--- src/rtl/mmio_uart_tx.sv ---
// rtl/mmio_uart_tx.sv - memory-mapped 8N1 UART transmitter with TX FIFO
//
// Purpose: UART transmitter on the core's data-memory port. Stores push bytes
// into a circular FIFO. A four-state FSM serialises them 8N1, LSB first.
// Loads return data combinationally in the same cycle.
//
// Ports:
//   clk        system clock, rising edge
//   rst        asynchronous active-high reset
//   mem_ena    one-cycle access strobe
//   mem_rw     0 = read, 1 = write
//   mem_addr   byte address (window match on [31:4], register on [3:2])
//   mem_wdata  store data
//   mem_rdata  load data, combinational; 0 outside the window or on writes
//   sel_o      combinational window hit, used upstream to mux against RAM
//   uart_tx    serial line, idle high, registered
//   irq_o      registered: FIFO empty and transmitter idle

module mmio_uart_tx #(
  parameter logic [31:0] BASE_ADDR  = 32'h1000_0000,
  parameter int          FIFO_DEPTH = 8,
  parameter logic [15:0] DIV_RESET  = 16'd434
) (
  input  logic        clk,
  input  logic        rst,
  input  logic        mem_ena,
  input  logic        mem_rw,
  input  logic [31:0] mem_addr,
  input  logic [31:0] mem_wdata,
  output logic [31:0] mem_rdata,
  output logic        sel_o,
  output logic        uart_tx,
  output logic        irq_o
);

  localparam int PW = $clog2(FIFO_DEPTH);
  localparam int CW = PW + 1;

  typedef enum logic [1:0] {IDLE, START, DATA, STOP} state_t;

  state_t        state;
  logic [7:0]    fifo_mem [FIFO_DEPTH];
  logic [PW-1:0] wr_ptr;
  logic [PW-1:0] rd_ptr;
  logic [CW-1:0] count;
  logic [CW-1:0] count_next;
  logic          overflow;
  logic [15:0]   div;
  logic [15:0]   period;
  logic [15:0]   timer;
  logic [7:0]    shift;
  logic [2:0]    bit_cnt;
  logic          tx_q;
  logic          irq_q;

  logic [1:0]    off;
  logic          wr;
  logic          push_req;
  logic          push_ok;
  logic          pop;
  logic          full;
  logic          empty;
  logic          busy;
  logic          unused;

  assign sel_o    = (mem_addr[31:4] == BASE_ADDR[31:4]);
  assign off      = mem_addr[3:2];
  assign wr       = mem_ena & mem_rw & sel_o;
  assign full     = (count == CW'(FIFO_DEPTH));
  assign empty    = (count == '0);
  assign busy     = (state != IDLE);
  assign push_req = wr && (off == 2'd0);
  // Full is judged on the pre-pop count, so a push into a full FIFO is lost
  // even when the transmitter pops on the same edge.
  assign push_ok  = push_req && !full;
  assign pop      = (state == IDLE) && !empty;
  assign uart_tx  = tx_q;
  assign irq_o    = irq_q;
  assign unused   = ^{mem_wdata[31:16], mem_addr[1:0]};

  always_comb begin
    count_next = count;
    if (push_ok && !pop) begin
      count_next = count + CW'(1);
    end else if (!push_ok && pop) begin
      count_next = count - CW'(1);
    end
  end

  always_comb begin
    mem_rdata = '0;
    if (sel_o && !mem_rw) begin
      case (off)
        2'd1:    mem_rdata = {28'b0, overflow, empty, full, busy};
        2'd2:    mem_rdata = {16'b0, div};
        default: mem_rdata = '0;
      endcase
    end
  end

  always_ff @(posedge clk) begin
    if (push_ok) begin
      fifo_mem[wr_ptr] <= mem_wdata[7:0];
    end
  end

  always_ff @(posedge clk or posedge rst) begin
    if (rst) begin
      wr_ptr   <= '0;
      rd_ptr   <= '0;
      count    <= '0;
      overflow <= 1'b0;
      div      <= DIV_RESET;
    end else begin
      count <= count_next;
      if (push_ok) begin
        wr_ptr <= wr_ptr + PW'(1);
      end
      if (pop) begin
        rd_ptr <= rd_ptr + PW'(1);
      end
      if (wr && (off == 2'd1) && mem_wdata[3]) begin
        overflow <= 1'b0;
      end else if (push_req && full) begin
        overflow <= 1'b1;
      end
      if (wr && (off == 2'd2)) begin
        // A zero divisor would stall the bit timer, so it is held at 1.
        div <= (mem_wdata[15:0] == 16'd0) ? 16'd1 : mem_wdata[15:0];
      end
    end
  end

  always_ff @(posedge clk or posedge rst) begin
    if (rst) begin
      state   <= IDLE;
      shift   <= '0;
      period  <= DIV_RESET;
      timer   <= '0;
      bit_cnt <= '0;
      tx_q    <= 1'b1;
      irq_q   <= 1'b1;
    end else begin
      case (state)
        IDLE: begin
          if (!empty) begin
            // The divisor is captured per frame so mid-frame DIV writes
            // only affect the next frame.
            shift  <= fifo_mem[rd_ptr];
            period <= div;
            timer  <= div - 16'd1;
            state  <= START;
            tx_q   <= 1'b0;
            irq_q  <= 1'b0;
          end else begin
            irq_q <= (count_next == '0);
          end
        end
        START: begin
          if (timer == 16'd0) begin
            state   <= DATA;
            timer   <= period - 16'd1;
            bit_cnt <= 3'd0;
            tx_q    <= shift[0];
          end else begin
            timer <= timer - 16'd1;
          end
        end
        DATA: begin
          if (timer == 16'd0) begin
            timer <= period - 16'd1;
            if (bit_cnt == 3'd7) begin
              state <= STOP;
              tx_q  <= 1'b1;
            end else begin
              bit_cnt <= bit_cnt + 3'd1;
              shift   <= {1'b0, shift[7:1]};
              tx_q    <= shift[1];
            end
          end else begin
            timer <= timer - 16'd1;
          end
        end
        STOP: begin
          if (timer == 16'd0) begin
            // Always pass through IDLE for one cycle before the next start bit.
            state <= IDLE;
            irq_q <= (count_next == '0);
          end else begin
            timer <= timer - 16'd1;
          end
        end
        default: begin
          state <= IDLE;
          tx_q  <= 1'b1;
        end
      endcase
    end
  end

endmodule

--- config.mk ---
export PLATFORM = sky130hd
export DESIGN_NAME = mmio_uart_tx
export DESIGN_NICKNAME = d
export VERILOG_FILES = /design/src/rtl/mmio_uart_tx.sv
export SDC_FILE = /design/constraint.sdc
export NUM_CORES = 1
export LEC_CHECK = 0
export CAP_MARGIN = 25
export CORE_AREA = 2 2 132 134
export CTS_CLUSTER_SIZE = 16
export DETAILED_ROUTE_END_ITERATION = 8
export DIE_AREA = 0 0 134 136
export PLACE_DENSITY = 0.72
export SLEW_MARGIN = 20
export SYNTH_ARGS = -nofsm -noshare
export SYNTH_HDL_FRONTEND = slang
export SYNTH_SLANG_ARGS = --single-unit
--- constraint.sdc ---
create_clock -name clk -period 5.22 [get_ports clk]
set_input_delay 0.522 -clock clk [delete_from_list [all_inputs] [get_ports clk]]
set_output_delay 0.522 -clock clk [all_outputs]
set_load 0.05 [all_outputs]
Yosys cells after proc, flatten, opt, wreduce, memory -nomap -nowiden
Memory sizes are Yosys's and may differ from the RTL's.
Index checks and enable logic that the tools add are counted.
- register bits after elaboration: 74
- memory bits (writable): 64
- output and inout bits: 35
- word-level logic and storage cells: 109
- memories: 1
- memory list (memory ; depth ; bits a word ; read ports ; clocked after memory_dff ; wr ports ; RTL line ; RTL):
    fifo_mem ; 8 ; 8 ; 1 ; 0 ; 1 ; 42 ; logic [7:0] fifo_mem [FIFO_DEPTH];
- add/subtract/negate cells: 8
- equal/unequal tests: 15
- muxes and demuxes: 35
- bitwise gates (word level): 3
- reductions and logical operators: 35
- operators with widths (cell ; number):
    $mux 16 ; 5
    $pmux 16 s3 ; 1
    $sub 16x1->16 const B ; 3
    $logic_not 16->1 ; 2
    $pmux 16 s2 ; 1
    $eq 28x25->1 const B ; 1
    $mux 8 ; 3
    $pmux 8 s2 ; 1
    $ne 2x2->1 const B ; 7
    $reduce_and 4->1 ; 3
    $logic_and 1x1->1 ; 10
    $mux 1 ; 10
    $mux 2 ; 5
    $reduce_bool 2->1 ; 5
    $add 3x1->3 const B ; 3
    $mux 3 ; 3
    $logic_not 4->1 ; 2
    $mux 4 ; 2
    $pmux 2 s4 ; 1
    $eq 2x2->1 const B ; 3
    $pmux 3 s2 ; 1
    $reduce_and 2->1 ; 3
    $logic_not 1->1 ; 5
    $reduce_and 5->1 ; 1
    12 further kinds ; 15

Depth between registers and ports, before layout
- depth after elaboration: 11
- depth in mapped cells: 10
- gate-level depth less buffers: 9

Worst setup path before layout
Ideal clock, no wire load.
- path type: input -> output
- from: input mem_addr[5]
- to: output mem_rdata[0]
- data arrival time: 3.183 ns
- setup slack: 1.515 ns
- cell stages on the path: 5
- path buffers: 0
- path through: nor4_1 -> nand2_1 -> nor3_1 -> nand3b_1 -> nor2_1
- longest elaborated chain between the ends: 3
- ends and longest elaborated chain (item ; RTL line ; RTL):
    start, declared ; 28 ; input logic [31:0] mem_addr,
    $eq 28x25->1 ; 66 ; assign sel_o = (mem_addr[31:4] == BASE_ADDR[31:4]);
    named net sel_o ; 31 ; output logic sel_o,
    $logic_and 1x1->1 ; 92 ; if (sel_o && !mem_rw) begin
    $mux 16 ; 92 ;
    end, declared ; 30 ; output logic [31:0] mem_rdata,
The timed path passes the listed nets, and every way through them passes these cells.

Worst setup path in the final report
- from: input mem_addr[19]
- to: output mem_rdata[4]
- longest elaborated chain between the ends: 3
- ends and longest elaborated chain (item ; RTL line):
    $eq 28x25->1 ; 66
    $logic_and 1x1->1 ; 92
    $mux 16 ; 92
Every way passes these cells.

==> impl_metrics.ini <==
[run_status]
status = completed

[die]
top_level_ports = 103
die_h_um = 136
die_area_mm2 = 0.0182
fp-row-count = 48
core-area_mm2 = 0.0169
die_w_um = 134
initial_core_util_pct = 43.8

[worst_hold_path]
hold_class = register to register

[synth]
synth-seq-area-share_pct = 51.2
yosys_warnings = 0
synthesis.instances = 666
ys_ff_latch = 138
synth_area_per_cell_um2 = 11.1
synth_commonest_cells = nand2_1, edfxtp_1, dfrtp_1
synth_edf_count = 64
yosys.area.top_type_share_pct = 26.0
synthDistinctLibCells = 69
netlist_area_mm2 = 0.00739
ys_top_cells_by_area = edfxtp_1, dfrtp_1, nand2_1
async_reset_ff_share_pct = 53.6
ys.flop_type = edfxtp_1
synth_most_common_cell = nand2_1
yosysTopAreaCell = edfxtp_1

[clock_network]
post-cts-setup-buffers = 0
ctsResizeCount = 0
cts-root-buf = clkbuf_16
cts_made_buffers = 17
clkSinkCount = 138
cts_buffer_depth = 2
clk_pin_slew_worst_paths_ps = 60
hold_buffers = 0
htreeDepth = 4
cts_tree = yes
worstSkewPairLatency_ps = 430

[cells_and_area]
final_area_mm2 = 0.00884
drive_above_1_share_pct = 15.4
nets = 816
diodes = 0
synthToLayoutAreaGrowth_pct = 19.5

[sta]
max_freq_mhz = 261
setup_viol = 0
post-route-min-period_ps = 3830
finalHoldViolations = 0
fin_worst_skew_ps = 7.52
fin_crit_sh_pct = 73.4
whs_ps = 493
setup_tns_ps = 0
tightest_slew_ps = 916
slew_headroom_pct = 38.9
rsz0062_at_grt = false
maxSlewViolCount = 0

[global_routing]
track_usage_pct = 18.9
grt_max_degree = 75
grt_overflow = 0
grt_pass1_wl_um = 26700
antenna_found_initial = 0
grt_pass1_vias = 5270

[critical_path]
critPathLaunch = mem_addr[19]
critPathKind = primary input to output port
startpoint_type = primary input
required_ps = 4700
r2r_setup_slack_ps = 2160
cp_max_fo = 12
crit_path_end = mem_rdata[4]
crit_arrival_ps = 3310
worstReg2RegStart = count[0]
end_kind = output port
worstRegToRegCells = 8
reg2reg_to = irq_o

[drt]
drt-total-wl_um = 16700
wl_per_cell_um = 17.2
drt.antenna.violating_nets = 0
firstDrtPassIters = 8
drcViolationCount = 0
vias = 5406
first_iter_violations = 402
routed_via_density = 5.57

[flow_run]
cap_violations = 0

[power]
vdd_ir_drop_max_v = 0.000253
p_leak_nw = 3.70
p_per_area_mw_per_mm2 = 302

[placement]
hpwl_um = 11900
routabilityCongestion = 0.900
postPlaceCellArea_mm2 = 0.00827
portBuffers = 68
## layout by cell type (no fill, tap or decap), drive strengths merged, types with 6 or more instances in the layout
cell type / synthesis / routed
nand2: 98 / 98
edfxtp: 64 / 64
dfrtp: 62 / 62
mux4: 16 / 16
buf: 20 / 9
xor2: 22 / 22
conb: 1 / 16
clkinv: 1 / 8
ha: 16 / 16
nand3: 9 / 9
nor3: 15 / 15
mux2i: 10 / 10
clkbuf: 25 / 18
nor4: 23 / 23
and2: 15 / 15
nand2b: 6 / 6
nor2: 40 / 40
inv: 18 / 24
clkdlybuf4s50: 0 / 68
and3: 6 / 6
nand3b: 7 / 7
or4: 7 / 7
mux2: 25 / 25
dfstp: 12 / 12
o21ai: 36 / 36
a21oi: 22 / 22
xnor2: 18 / 18
## state kept, by name, indices dropped and copies added, names as in the netlist
signal and flops:
irq_o 1, wr_ptr 3, overflow 1, state 2, fifo_mem 64, shift 8
bit_cnt 3, rd_ptr 3, timer 16, uart_tx 1, period 16, div 16
count 4
## layout make-up
cell class / instances / area [um2]
clock buffer: 18 / 429
clock inverter: 14 / 113
fill: 1430 / 8040
inverter: 19 / 71.3
multi-input combinational: 479 / 3360
sequential: 138 / 3790
tap: 225 / 282
timing repair buffer: 77 / 788
## critical path, cell delays in order
cell,delay (ps)
clkdlybuf4s50_1,430
nor4_1,430
nand3_1,130
nor3_1,350
and3b_1,430
and2_1,210
clkdlybuf4s50_1,810
## kinds of logic (layout without fill, tap and decap cells)
logic type / Yosys count / count (layout) / share of synthesized area [%]
AO/OA/AOI/OAI: 109 / 109 / 9.61
XOR/XNOR: 40 / 40 / 4.74
adder cells (fa/ha/maj): 16 / 16 / 2.71
buffers and inverters: 64 / 128 / 4.16
flip-flops: 138 / 138 / 51.2
multiplexers: 51 / 51 / 10.0
other: 1 / 16 / 0.0507
AND/OR/NAND/NOR: 247 / 247 / 17.5
## power by group
group,internal (mW),switching [mW]
Combinational,0.177,0.156
Sequential,1.17,0.0617
Clock,0.616,0.486
Total,1.96,0.704
## metal layers
metal	vias up	track usage, %	wire length (um)
li1	2538	-	-
met1	2641	24.5	7290
met2	203	31.1	8190
met3	24	4.36	966
met4	0	6.91	284
met5	-	0	0
## worst min path at each step
stage,startpoint,to,cells after the start
finish,period[5],period[5],2
global route,period[5],period[5],2
CTS,period[5],period[5],2
detailed placement,period[5],period[5],2
global placement,period[5],period[5],2
floorplan,period[8],period[8],2
## stage by stage
stage	util, %	std cells	power (mW)	setup slack, ps
finish	52.4	970	2.67	1390
CTS	52.2	969	2.69	1370
detailed placement	49.0	937	1.59	1380
global route	52.4	970	2.77	1180
global placement	48.8	936	1.56	1470
floorplan	-	681	1.47	1510
Note: power is estimated with default switching activity, not from simulation.
==> edit 1: new RTL, config.mk and constraints unchanged <==
Make the reset (`rst`) synchronous in 2 clocked blocks. Comments in the files are not updated.
--- a/src/rtl/mmio_uart_tx.sv
+++ b/src/rtl/mmio_uart_tx.sv
@@ -105,5 +105,5 @@
   end
 
-  always_ff @(posedge clk or posedge rst) begin
+  always_ff @(posedge clk) begin
     if (rst) begin
       wr_ptr   <= '0;
@@ -132,5 +132,5 @@
   end
 
-  always_ff @(posedge clk or posedge rst) begin
+  always_ff @(posedge clk) begin
     if (rst) begin
       state   <= IDLE;
Function: differs if rst is asserted again (counterexample within 4 cycles, from zero or initial values and one cycle with rst high); with rst held inactive, the same outputs for 10 cycles.
==> edit 1 against the original RTL <==
Count of clock-buffer cells in the layout is 1 lower. Critical path type unchanged. Register-to-register slack better by 0.16 ns. Worst hold slack worse by 0.033 ns. Critical endpoint is now mem_rdata[13]. Sequential share of layout area is 2.5 points lower. Synthesized area is 3.2% lower. Maximum frequency is 1.5% lower. Final cell count is 4.7% higher. Final area is 2.9% lower. Synthesized cell count is 8.6% higher. Largest cell class unchanged. Routed wire length is 0.58% higher. Sequential cell count is 3 higher. Setup slack worse by 0.057 ns.
Power is not compared: it rests on default switching activity, and its combinational part moved more than twofold at a synthesized area within 25%.
==> edit 1: results (changes against the original RTL) <==
* Status: complete, no violations
* Worst reg2reg path startpoint: timer[0]
* Top cells by area, synth: edfxtp_1, dfxtp_1, nand2_1
* Distinct cells, synth at 62 (-10%)
* Crit path launch: mem_addr[27]
* Post-Syn Instances at 723 (+8.6%)
* Pre-Repair DR Iteration Count at 6 (-2)
* DR WL met2 at 8.191 mm (about the same)
* Asr flop ratio synth at 0% (-54 points)
* Routability congestion estimate at 0.8283 (-7.9%)
* DR vias at 5578 (+3.2%)
* Met2 Use GR at 31.65% (+0.54 points)
* Tot GR Track Use at 18.78% (-0.11 points)
* Met3 routed WL at 913 um (-5.5%)
* Reg2Reg Setup Slack at 2.32 ns (+0.16 ns)
* M1 GR Usage at 24.60% (+0.070 points)
* Reg2reg end: timer[8]
* Detailed Route Iter0 Violations at 487 (+21%)
* Worst slew pin tran at 0.8916 ns (-0.02483 ns)
* Largest net degree at the start of global routing at 57 (-24%)
* GRT met3 Usage at 3.542% (-0.82 points)
* Share of cells above drive strength 1 at 9.861% (-5.6 points)
* Hold-critical path endpoint: bit_cnt[1]
* Dpl hpwl at 11.28 mm (-5.6%)
* Min-delay src: bit_cnt[1]
* Final Instance Count excl. Fillers at 1016 (+4.7%)
* Fillers at 1493 (+4.4%)
==> edit 1: cell count changes after synthesis, sizes merged, moves of 12 or more <==
| cell | delta |
|---|---|
| a21oi | +28 |
| dfrtp | -62 |
| dfstp | -12 |
| dfxtp | +77 |
| mux2 | -24 |
| mux2i | +12 |
| or3 | +13 |
==> edit 1: logic make-up (layout without fill, tap and decap cells) <==
logic type                 after synthesis  after routing  share of synthesized area (%)
and+or+nand+nor                        275            275                          18.98
DFF                                    141            141                          48.37
AOI/OAI and AO/OA                      133            133                          11.78
buffers and inverters                   83            136                          5.487
muxes                                   39             39                          8.265
xor gates and xnor gates                35             35                          4.281
adders and majority gates               16             16                          2.796
other                                    1             16                        0.05237
==> edit 1: layout make-up <==
class	instances	area share [%]
Tap cell	225	3.280
Multi-Input combinational cell	514	39.23
Sequential cell	141	40.35
Timing Repair Buffer	83	9.271
Inverter	21	0.9184
Clock inverter	15	1.997
Clock buffer	17	4.956
==> edit 2: new RTL, same flow settings <==
Made on the original files. The parameter `FIFO_DEPTH` goes from 8 to 4.
--- a/src/rtl/mmio_uart_tx.sv
+++ b/src/rtl/mmio_uart_tx.sv
@@ -19,5 +19,5 @@
 module mmio_uart_tx #(
   parameter logic [31:0] BASE_ADDR  = 32'h1000_0000,
-  parameter int          FIFO_DEPTH = 8,
+  parameter int          FIFO_DEPTH = 4,
   parameter logic [15:0] DIV_RESET  = 16'd434
 ) (
Check against the original RTL: not equivalent (Yosys sat finds a counterexample within 10 cycles, from zero or initial values and one cycle with rst high).
==> edit 2 against the original RTL <==
Routed wire length is 18% lower. Final area is 20% lower. Setup slack worse by 0.29 ns. Critical path depth is 1 higher. Synthesized area is 19% lower. Register-to-register slack worse by 0.31 ns. Sequential cell count is 35 lower.
Power is not compared: it rests on default switching activity, and its combinational part moved more than twofold at a synthesized area within 25%.
==> edit 2: results (changes against the original RTL) <==
* Status: complete, no violations
* DR vias at 4533 (-16%)
* Seq/Total Area, Yosys at 45.99% (-5.2 points)
* Clock skew at 0.006197 ns (-0.001322 ns)
* Post-synth top cells: nand2_1, dfrtp_1, edfxtp_1, nor2_1, o21ai_0
* Top cells by area, synth: dfrtp_1, edfxtp_1, nand2_1
* DR WL met2 at 6.329 mm (-23%)
* Detailed Route Iter0 Violations at 231 (-43%)
* Crit path DAT at 3.59 ns (+0.28 ns)
* Pre-Repair DR Iteration Count at 4 (-4)
* Compound-gate portion of the synthesized area at 11.71% (+2.1 points)
* Worst-path maximum fanout at 13 (+1)
* Post-CTS setup buffers at 0 (unchanged)
* Mux cell area share after synthesis at 7.358% (-2.7 points)
* Met3 routed WL at 849 um (-12%)
* EDFF count, synth at 32 (-50%)
* Yosys top cell area share at 24.67% (-1.3 points)
* Distinct cells, synth at 67 (-2.9%)
* Share of cells above drive strength 1 at 11.18% (-4.3 points)
* Largest net degree at the start of global routing at 55 (-27%)
* Post-Place Setup Slack at 1.126 ns (-0.2582 ns)
* Dpl hpwl at 9.860 mm (-17%)
* Ys flop type: dfrtp_1
* H-tree levels at 3 (-1)
* Post-Syn Instances at 588 (-12%)
* Synth Area in XOR/XNOR at 6.145% (+1.4 points)
* Root Buffer: clkbuf_16
* Vias in the first global route at 4215 (-20%)
* Area grow syn2layout at 18.10%
* Asr flop ratio synth at 68.93% (+15 points)
* Latest clock arrival within the worst-skew pair at 0.35 ns (-0.08 ns)
* Worst slew margin at 34.23% (-4.7 points)
* Post-Route M1 WL at 6.208 mm (-15%)
* Global-route wire length before repair at 22.27 mm (-17%)
* HP Class: in2async
* Routability congestion estimate at 0.8524 (-5.2%)
* Tot GR Track Use at 15.47% (-3.4 points)
* Adder-Cell Fraction of Synth Area at 4.139% (+1.4 points)
* Max FFs per register at 32 (-50%)
* Cts bufs inserted at 9 (-8)
* Wire per inst at 15.71 um (-8.9%)
* Fillers at 1597 (+12%)
* Final nets at 726 (-11%)
edit 2: cell types whose count changed in the layout (fill, tap and decap cells not counted), moves of 8 or more:
cell       before  now
edfxtp_1       64   32
clkbuf_16      17    9
nor2_1         40   32
xnor2_1        18   27
nand2_1        97   85
mux2_2         25   14
and2_1         15    7
edit 2: metal layers:
| metal | up-vias | global-route usage [%] |
|---|---|---|
| li1 | 2183 | - |
| met1 | 2166 | 21.26 |
| met2 | 166 | 24.30 |
| met3 | 18 | 3.393 |
| met4 | 0 | 5.142 |
| met5 | - | 0 |
edit 2: stage by stage:
stage	hold slack [ns]	std cells
finish	0.4698	869
global route	0.5016	869
CTS	0.4829	869
detailed placement	0.4702	853
global placement	0.4701	853
floorplan	0.4531	603
edit 2: cell type report:
type / instances / share of cell area, %
clock buffer: 9 / 3.186
clock inverter: 7 / 1.115
inverter: 23 / 1.221
multi-input combinational: 431 / 41.61
sequential: 103 / 38.94
tap: 225 / 3.982
timing repair buffer: 71 / 9.947
edit 2: critical path, cell delays in order:
cell	delay, ns
clkdlybuf4s50_1	0.41
nor4_1	0.29
nand4_1	0.22
or2_2	0.37
nor2_1	0.56
nand2_1	0.23
nor2_1	0.16
clkdlybuf4s50_1	0.82
edit 2: worst paths after layout:
kind                                   from            to  slack [ns]  cells past startpoint
min in group clk                  period[5]     period[5]        0.48                      2
worst max-delay path            mem_addr[9]  mem_rdata[1]        1.10                      8
worst min-delay path                    rst      shift[3]        0.47                      2
worst min register to register    period[5]     period[5]        0.48                      2
max in group asynchronous               rst    period[13]        3.70                      3
worst max register to register     state[0]         irq_o        1.85                      8
edit 2: power by group through the flow:
stage	logic, uW	clock network [uW]	registers, uW
floorplan	79.4	0	868
global placement	125	0	872
detailed placement	126	0	873
CTS	126	697	856
global route	134	726	858
finish	125	683	856
